$ cat config.mk
export PLATFORM = sky130hd
export DESIGN_NAME = hazard_fwd_unit
export DESIGN_NICKNAME = d
export VERILOG_FILES = /design/src/rtl/hazard_fwd_unit.sv
export SDC_FILE = /design/constraint.sdc
export NUM_CORES = 1
export LEC_CHECK = 0
export ABC_AREA = 1
export ABC_CLOCK_PERIOD_IN_PS = 3000
export CORE_MARGIN = 2
export CORE_UTILIZATION = 48
export CTS_CLUSTER_SIZE = 14
export DETAILED_ROUTE_END_ITERATION = 12
export MAX_ROUTING_LAYER = met4
export PLACE_DENSITY = 0.78
export SLEW_MARGIN = 20
export SYNTH_ARGS = -nofsm -noshare
export SYNTH_HDL_FRONTEND = slang
export SYNTH_SLANG_ARGS = --single-unit
$ cat constraint.sdc
create_clock -name clk -period 3 [get_ports clk]
set_clock_uncertainty 0.2 [all_clocks]
set_input_delay 0.9 -clock clk [delete_from_list [all_inputs] [get_ports clk]]
set_output_delay 0.9 -clock clk [all_outputs]
set_load 0.05 [all_outputs]
$ cat src/rtl/hazard_fwd_unit.sv
// Load-use hazard detection and EX/MEM/WB operand forwarding from a shadow copy of in-flight destination regs.
// Latency: selects and stop are combinational from shadow state; backpressure: stop holds PC/IF-ID and bubbles ID/EX.
module hazard_fwd_unit #(
  parameter int LOAD_STALL = 1,
  parameter int CNT_W      = 32
) (
  input  logic             clk,
  input  logic             reset,
  input  logic [4:0]       rs1_i,
  input  logic [4:0]       rs2_i,
  input  logic             re1_i,
  input  logic             re2_i,
  input  logic [4:0]       rd_i,
  input  logic             RegWrite_i,
  input  logic             is_load_i,
  input  logic             bubble_i,
  input  logic             jump,
  output logic             case_A1,
  output logic             case_B1,
  output logic             case_C1,
  output logic             case_A2,
  output logic             case_B2,
  output logic             case_C2,
  output logic             stop,
  output logic [CNT_W-1:0] stall_cnt_o
);

  typedef struct packed {
    logic       vld;
    logic [4:0] rd;
    logic       we;
    logic       ld;
  } shd_t;

  shd_t             ex_q, ex_d, mem_q, mem_d, wb_q, wb_d;
  logic [CNT_W-1:0] cnt_q, cnt_d;
  logic [3:0]       f1, f2;
  logic             hazard;

  function automatic logic hit(input shd_t s, input logic [4:0] rs, input logic en);
    return en && s.vld && s.we && (s.rd != 5'd0) && (s.rd == rs);
  endfunction

  // Result {hazard, fwd_ex, fwd_mem, fwd_wb}. A load in stage s is only
  // usable once s >= LOAD_STALL; the youngest matching stage decides alone.
  function automatic logic [3:0] fwd(input logic [4:0] rs, input logic en,
                                     input shd_t ex, input shd_t mem, input shd_t wb);
    logic       k0, k1, k2;
    logic [3:0] r;
    k0 = ex.ld;
    k1 = mem.ld && (LOAD_STALL > 1);
    k2 = wb.ld && (LOAD_STALL > 2);
    r  = 4'b0000;
    if (hit(ex, rs, en))       r = k0 ? 4'b1000 : 4'b0100;
    else if (hit(mem, rs, en)) r = k1 ? 4'b1000 : 4'b0010;
    else if (hit(wb, rs, en))  r = k2 ? 4'b1000 : 4'b0001;
    return r;
  endfunction

  always_comb begin
    f1     = fwd(rs1_i, re1_i && !bubble_i, ex_q, mem_q, wb_q);
    f2     = fwd(rs2_i, re2_i && !bubble_i, ex_q, mem_q, wb_q);
    hazard = f1[3] | f2[3];
    // A taken jump flushes ID, so its wrong-path hazard must not stall.
    stop   = hazard & ~jump;

    {case_A1, case_B1, case_C1} = stop ? 3'b000 : f1[2:0];
    {case_A2, case_B2, case_C2} = stop ? 3'b000 : f2[2:0];

    wb_d  = mem_q;
    mem_d = ex_q;
    ex_d  = '0;
    if (!(stop || jump || bubble_i)) begin
      ex_d.vld = 1'b1;
      ex_d.rd  = rd_i;
      ex_d.we  = RegWrite_i;
      ex_d.ld  = is_load_i;
    end

    cnt_d = cnt_q;
    if (stop && (cnt_q != {CNT_W{1'b1}})) cnt_d = cnt_q + CNT_W'(1);
  end

  always_ff @(posedge clk or negedge reset) begin
    if (!reset) begin
      ex_q  <= '0;
      mem_q <= '0;
      wb_q  <= '0;
      cnt_q <= '0;
    end else begin
      ex_q  <= ex_d;
      mem_q <= mem_d;
      wb_q  <= wb_d;
      cnt_q <= cnt_d;
    end
  end

  assign stall_cnt_o = cnt_q;

endmodule

==> flow_metrics.tcl, run 1 <==
set metrics [dict create \
    dieArea_mm2 0.007810 \
    final.period_utilization 1.077 \
    netSwitchingPower_mw 0.3924 \
    critPathKind "in -> out" \
    final_hold_viol_count 0 \
    drive_above_1_share 0.2480 \
    ir_drop_v 0.0002452 \
    cp-start-kind "input pin" \
    grt_pass1_wl_mm 17.11 \
    pwr-share-seq 0.497 \
    numCtsBuffers 5 \
    clock_tree.root_cell "clkbuf_8" \
    clkTransAtPathRegs_ns 0.09 \
    failed_checks "negative setup slack" \
    p_clk_frac 0.344 \
    post-route-min-period_ns 3.231 \
    yosysSeqAreaShare 0.3955 \
    holdWs_ns 0.1798 \
    cp_max_fo 3 \
    r2r-end "stall_cnt_o[2]" \
    gp_congestion 0.9660 \
    syn_area_mm2 0.003417 \
    yosysUniqueCellTypes 28 \
    status "complete, but fails checks" \
    antenna_found_initial 0 \
    cp-end-kind "primary output" \
    layout_common_cells "135 x nand2_1, 73 x nor2_1, 65 x inv_1" \
    core_mm2 0.006832 \
    worstHoldStart "mem_q[1]" \
    synth_ff_type "dfrtp_1" \
    syn_area_per_cell_um2 6.889 \
    finalNetCount 641 \
    drtPass1Iterations 7 \
    routed_wl_mm 11.41 \
    ff2ff_setup_slack_ns 0.17 \
    whs_path_depth 0 \
    die_y_um 88.38 \
    drt-initial-drc-count 287 \
    wl_per_cell_um 16.01 \
    ys_warn_count 0 \
    initial_utilization 0.5002 \
    clock_latency_ns 0.31 \
    dp.cells 671 \
    async_flop_share 1.000 \
    syn_to_final_growth_pct 45.95 \
    hp-class "reg -> reg" \
    drv_slew 0 \
    final_cells 713 \
    grt_setup_unrepaired "yes" \
    track_usage 0.2870 \
    slew_headroom 0.6514 \
    grt_max_degree 55 \
    grt_pass1_vias 3752 \
    row_count 30 \
    drc_errors 0 \
    vias 3925 \
    timing.fmax_mhz 309.5 \
    p_per_area_mw_per_mm2 305.0 \
    avgViaCountPerCell 5.505 \
    swShare 0.2580 \
    cts_hold_buf 0 \
    cp.required_ns 1.90 \
    io_buffer_count 61 \
    diodes 0 \
    ant_nets 0 \
    worst_slack_ns -0.2310 \
    die_x_um 88.38 \
    r2r_cells 20 \
    synth_edf_count 0 \
    r2r_start "ex_q[6]" \
    maxCapViolations 0 \
    cts_tree "yes" \
    synth_cells 496 \
    syn-num-nets 520 \
    synth_seq_cells 54 \
    gr-total-overflow 0 \
    pwr-share-comb 0.158 \
    hold-path-endpoint "wb_q[1]" \
    crit_arrival_ns 2.13 \
    p_leak_nw 2.476 \
    detailed_place_hpwl_mm 6.551 \
    setup_viol 7 \
    internal_power_mw 1.129 \
    clkSinkCount 54 \
    clockBufferDepth 2 \
    worst_slew_pin_slew_ns 0.5212 \
    final_common_cell "nand2_1" \
    pin_count 62 \
    htreeDepth 2 \
]
==> logic make-up (layout without fill, tap and decap cells) <==
| family | count (synthesis) | in the layout | share of synthesized area |
|---|---|---|---|
| simple gates | 301 | 301 | 0.3746 |
| fa+ha+maj | 1 | 1 | 0.003661 |
| flops | 54 | 54 | 0.3955 |
| buf+inv | 89 | 210 | 0.1069 |
| xor+xnor | 15 | 15 | 0.03845 |
| compound gates | 36 | 36 | 0.08092 |
==> area by class of cell <==
class	instances	area [um2]
multi-input combinational	353	1914
tap	96	120.1
clock buffer	6	82.58
clock inverter	1	30.03
timing repair buffer	125	1167
fill	509	1844
inverter	78	321.6
sequential	54	1351
==> metal layers <==
layer | vias to the layer above | share of wire | track usage | wire length, um
li1 | 1770 | - | - | -
met1 | 1824 | 0.37 | 0.3599 | 4245
met2 | 255 | 0.48 | 0.4580 | 5501
met3 | 76 | 0.080 | 0.04198 | 914
met4 | 0 | 0.066 | 0.1350 | 752
met5 | - | 0 | - | 0
==> synthesized netlist by cell type (2+ instances only) <==
library cell    n  area (um2)
nand2_1       151       566.8
nor2_1         81       304.0
inv_1          72       270.3
dfrtp_1        54        1351
nand3_1        29       145.1
o21bai_1       21       157.7
nand4_1        13       81.33
xnor2_1        13       113.9
nor3_1         10       50.05
nand3b_1        8       60.06
buf_2           6       30.03
inv_2           6       22.52
o21bai_2        6       67.56
a21oi_1         5       25.02
buf_6           3       33.78
nor2_2          3       18.77
nand2_2         2       12.51
o211ai_1        2       15.01
xor2_1          2       17.52
==> power groups by stage <==
stage                     Combinational, mW  Sequential [mW]  Clock, mW
final                                 0.241            0.756      0.524
after global placement                0.141            0.766          0
after CTS                             0.199            0.753      0.519
after global routing                  0.255            0.758      0.554
after detailed placement              0.145            0.767          0
after floorplan                      0.0611            0.762          0
==> metrics by stage <==
step / utilization / worst slack (ns) / setup TNS [ns] / power, mW / area [um2]
3_3_place_gp: 0.6388 / -0.6092 / -3.726 / 0.9071 / 4364
5_1_grt: 0.7300 / -0.2911 / -1.538 / 1.566 / 4987
6_report: 0.7300 / -0.2310 / -1.081 / 1.521 / 4987
2_1_floorplan: - / -0.2375 / -1.108 / 0.8234 / 3472
3_5_place_dp: 0.6388 / -0.7780 / -5.450 / 0.9116 / 4364
4_1_cts: 0.7051 / -0.1973 / -0.8556 / 1.471 / 4817
==> registers in the layout, summed over array words and instances (netlist names) <==
| register | count |
|---|---|
| ex_q | 8 |
| mem_q | 7 |
| stall_cnt_o | 32 |
| wb_q | 7 |
==> repair_timing <==
action | 4_1_cts | 5_1_grt
cloned | 0 | 0
buffers inserted | 35 | 5
pin swaps | 31 | 25
endpoints found under the setup margin | 7 | 8
gates resized for setup | 91 | 45
==> worst max-delay path by stage <==
stage,from,end,cells after the start
CTS,rs2_i[0],case_C2,11
global placement,rs2_i[0],case_B2,9
finish,rs2_i[0],case_C2,11
detailed placement,rs2_i[0],case_C2,10
global route,rs2_i[0],case_C2,11
floorplan,rs1_i[3],case_B2,11
==> worst max-delay path, stage by stage <==
cell     delay (ns)
buf_8          0.11
buf_6          0.12
inv_4          0.05
nor2_4         0.04
nor3_4         0.22
nand4_1        0.20
nor2_4         0.17
nor2_1         0.07
nand2_1        0.06
inv_1          0.05
buf_6          0.14
Note: power is estimated with default switching activity, not from simulation.
==> inputs of run 2 (changes only) <==
Settings changed: CORE_UTILIZATION 48 to 25, CTS_CLUSTER_SIZE 14 to 8, PLACE_DENSITY 0.78 to default.
==> run 2 against run 1 <==
Compared with the run above: the flow still finishes with violations (negative setup slack); via count shrank 13%; utilization shrank 37 points; sequential power is essentially flat; final area shrank 4.9%; global-route usage shrank 15 points; clock-buffer cell count is the same; register-to-register slack gained 0.34 ns; die area grew 87%; clock power grew 9.4%; non-clock buffer count shrank 26; hold slack lost 0.0090 ns; worst setup slack gained 0.088 ns; critical endpoint is now case_B2; largest cell class unchanged; largest power group unchanged.
==> flow_metrics.tcl, run 2 (synthesis gave the netlist of run 1 again) <==
set metrics [dict create \
    status "complete, but fails checks" \
    failed_checks "negative setup slack" \
    internal_power_mw 1.145 \
    pin_count 62 \
    grt_setup_unrepaired "yes" \
    post-route-util 0.3566 \
    numCtsBuffers 5 \
    row_count 42 \
    vias 3397 \
    htreeDepth 2 \
    ff2ff_setup_slack_ns 0.51 \
    swShare 0.2315 \
    finalNetCount 615 \
    drtPass1Iterations 4 \
    final.period_utilization 1.048 \
    core_mm2 0.01330 \
    crit_arrival_ns 2.04 \
    drt-initial-drc-count 122 \
    final_hold_viol_count 0 \
    pwr-share-comb 0.109 \
    setup_viol 7 \
    hp-class "reg -> reg" \
    syn_to_final_growth_pct 38.74 \
    die_y_um 120.9 \
    pwr-share-seq 0.506 \
    clock_latency_ns 0.29 \
    timing.fmax_mhz 318.2 \
    critPathKind "in -> out" \
    final_common_cell "nand2_1" \
    cp.required_ns 1.90 \
    initial_utilization 0.2570 \
    post-route-min-period_ns 3.143 \
    avgViaCountPerCell 4.435 \
    finalPower_mw 1.490 \
    clkTransAtPathRegs_ns 0.06 \
    p_leak_nw 2.306 \
    track_usage 0.1410 \
    cts_hold_buf 0 \
    cp_max_fo 6 \
    layout_common_cells "147 x nand2_1, 75 x nor2_1, 65 x inv_1" \
    drive_above_1_share 0.1881 \
    grt_pass1_vias 3516 \
    slowest_delay_ns 0.17 \
    worst_slew_pin_slew_ns 0.7058 \
    ir_drop_v 0.0001826 \
    grt_pass1_wl_mm 16.33 \
    netSwitchingPower_mw 0.3449 \
    worst_slack_ns -0.1431 \
    cp-end-kind "primary output" \
    p_per_area_mw_per_mm2 314.2 \
    dieArea_mm2 0.01462 \
    drc_errors 0 \
    cp_slowest_cell "xnor2_2" \
    cpMostUsedCell "nand3_4" \
    die_x_um 120.9 \
    cp-start-kind "input pin" \
    routed_wl_mm 9.299 \
    drv_slew 0 \
    grt_max_degree 55 \
    clkSinkCount 54 \
    maxCapViolations 0 \
    antenna_found_initial 0 \
    p_clk_frac 0.385 \
    gp_congestion 0.8743 \
    holdWs_ns 0.1708 \
    diodes 0 \
    gr-total-overflow 0 \
    largest_reg_flops 32 \
    ant_nets 0 \
    detailed_place_hpwl_mm 7.164 \
    cp_cell_sequence "buf_6, xnor2_2, nand2_1, nor2_2, nand2_2, nand2_4, nand3_4, nand3_4, clkinvlp_4, buf_8" \
    io_buffer_count 61 \
    slew_headroom 0.5295 \
    wl_per_cell_um 12.14 \
    cts_tree "yes" \
    clock_tree.root_cell "clkbuf_16" \
    clockBufferDepth 2 \
]
run 2: cell count changes in the layout (fill, tap and decap cells not counted), sizes merged:
cell / delta
inv: +1
buf: -26
bufinv: -1
clkinv: -1
run 2: worst paths after layout:
| check | from | endpoint | cells past startpoint |
|---|---|---|---|
| max | rs1_i[0] | case_B2 | 10 |
| min | ex_q[7] | mem_q[7] | 0 |
| max reg2reg | stall_cnt_o[0] | stall_cnt_o[21] | 11 |
| min reg2reg | ex_q[7] | mem_q[7] | 0 |
| max in group asynchronous | reset | stall_cnt_o[23] | 2 |
| min in group asynchronous | reset | wb_q[2] | 2 |
run 2: cell type report:
| cell class | instances | area (um2) |
|---|---|---|
| clock buffer | 6 | 138.9 |
| sequential | 54 | 1351 |
| fill | 1405 | 8554 |
| multi-input combinational | 353 | 1812 |
| inverter | 78 | 311.5 |
| timing repair buffer | 99 | 907.1 |
| tap | 176 | 220.2 |
run 2: timing repair:
item                                    in CTS  in global routing
resized for setup                           80                 18
pin swaps                                   26                 11
buffers inserted                            10                  2
endpoints found under the setup margin       7                  7
run 2: power by group through the flow:
stage	Sequential, mW	Combinational (mW)	Clock (mW)
finish	0.754	0.162	0.573
global placement	0.767	0.139	0
CTS	0.754	0.156	0.592
global route	0.756	0.180	0.617
detailed placement	0.767	0.141	0
floorplan	0.762	0.0611	0
run 2: metrics by stage:
stage               worst slack [ns]  std cells  area (um2)  TNS [ns]
floorplan                    -0.2375        496        3472    -1.108
global placement             -0.6008        748        4417    -5.001
detailed placement           -0.6170        748        4417    -5.931
CTS                          -0.1621        764        4667   -0.7779
global route                 -0.2260        766        4741    -1.319
finish                       -0.1431        766        4741   -0.7166
run 2: layer usage:
layer  track usage  part of all wire  up-vias
li1              -                 -     1715
met1        0.1745              0.46     1606
met2        0.2398              0.49       65
met3       0.02209             0.032       11
met4       0.03779             0.015        0
met5             -                 0        -
run 2: critical path: cells and delay by family:
family | cells | cell delay, ns
xor+xnor | 1 | 0.17
buf+inv | 3 | 0.33
simple gates | 6 | 0.63
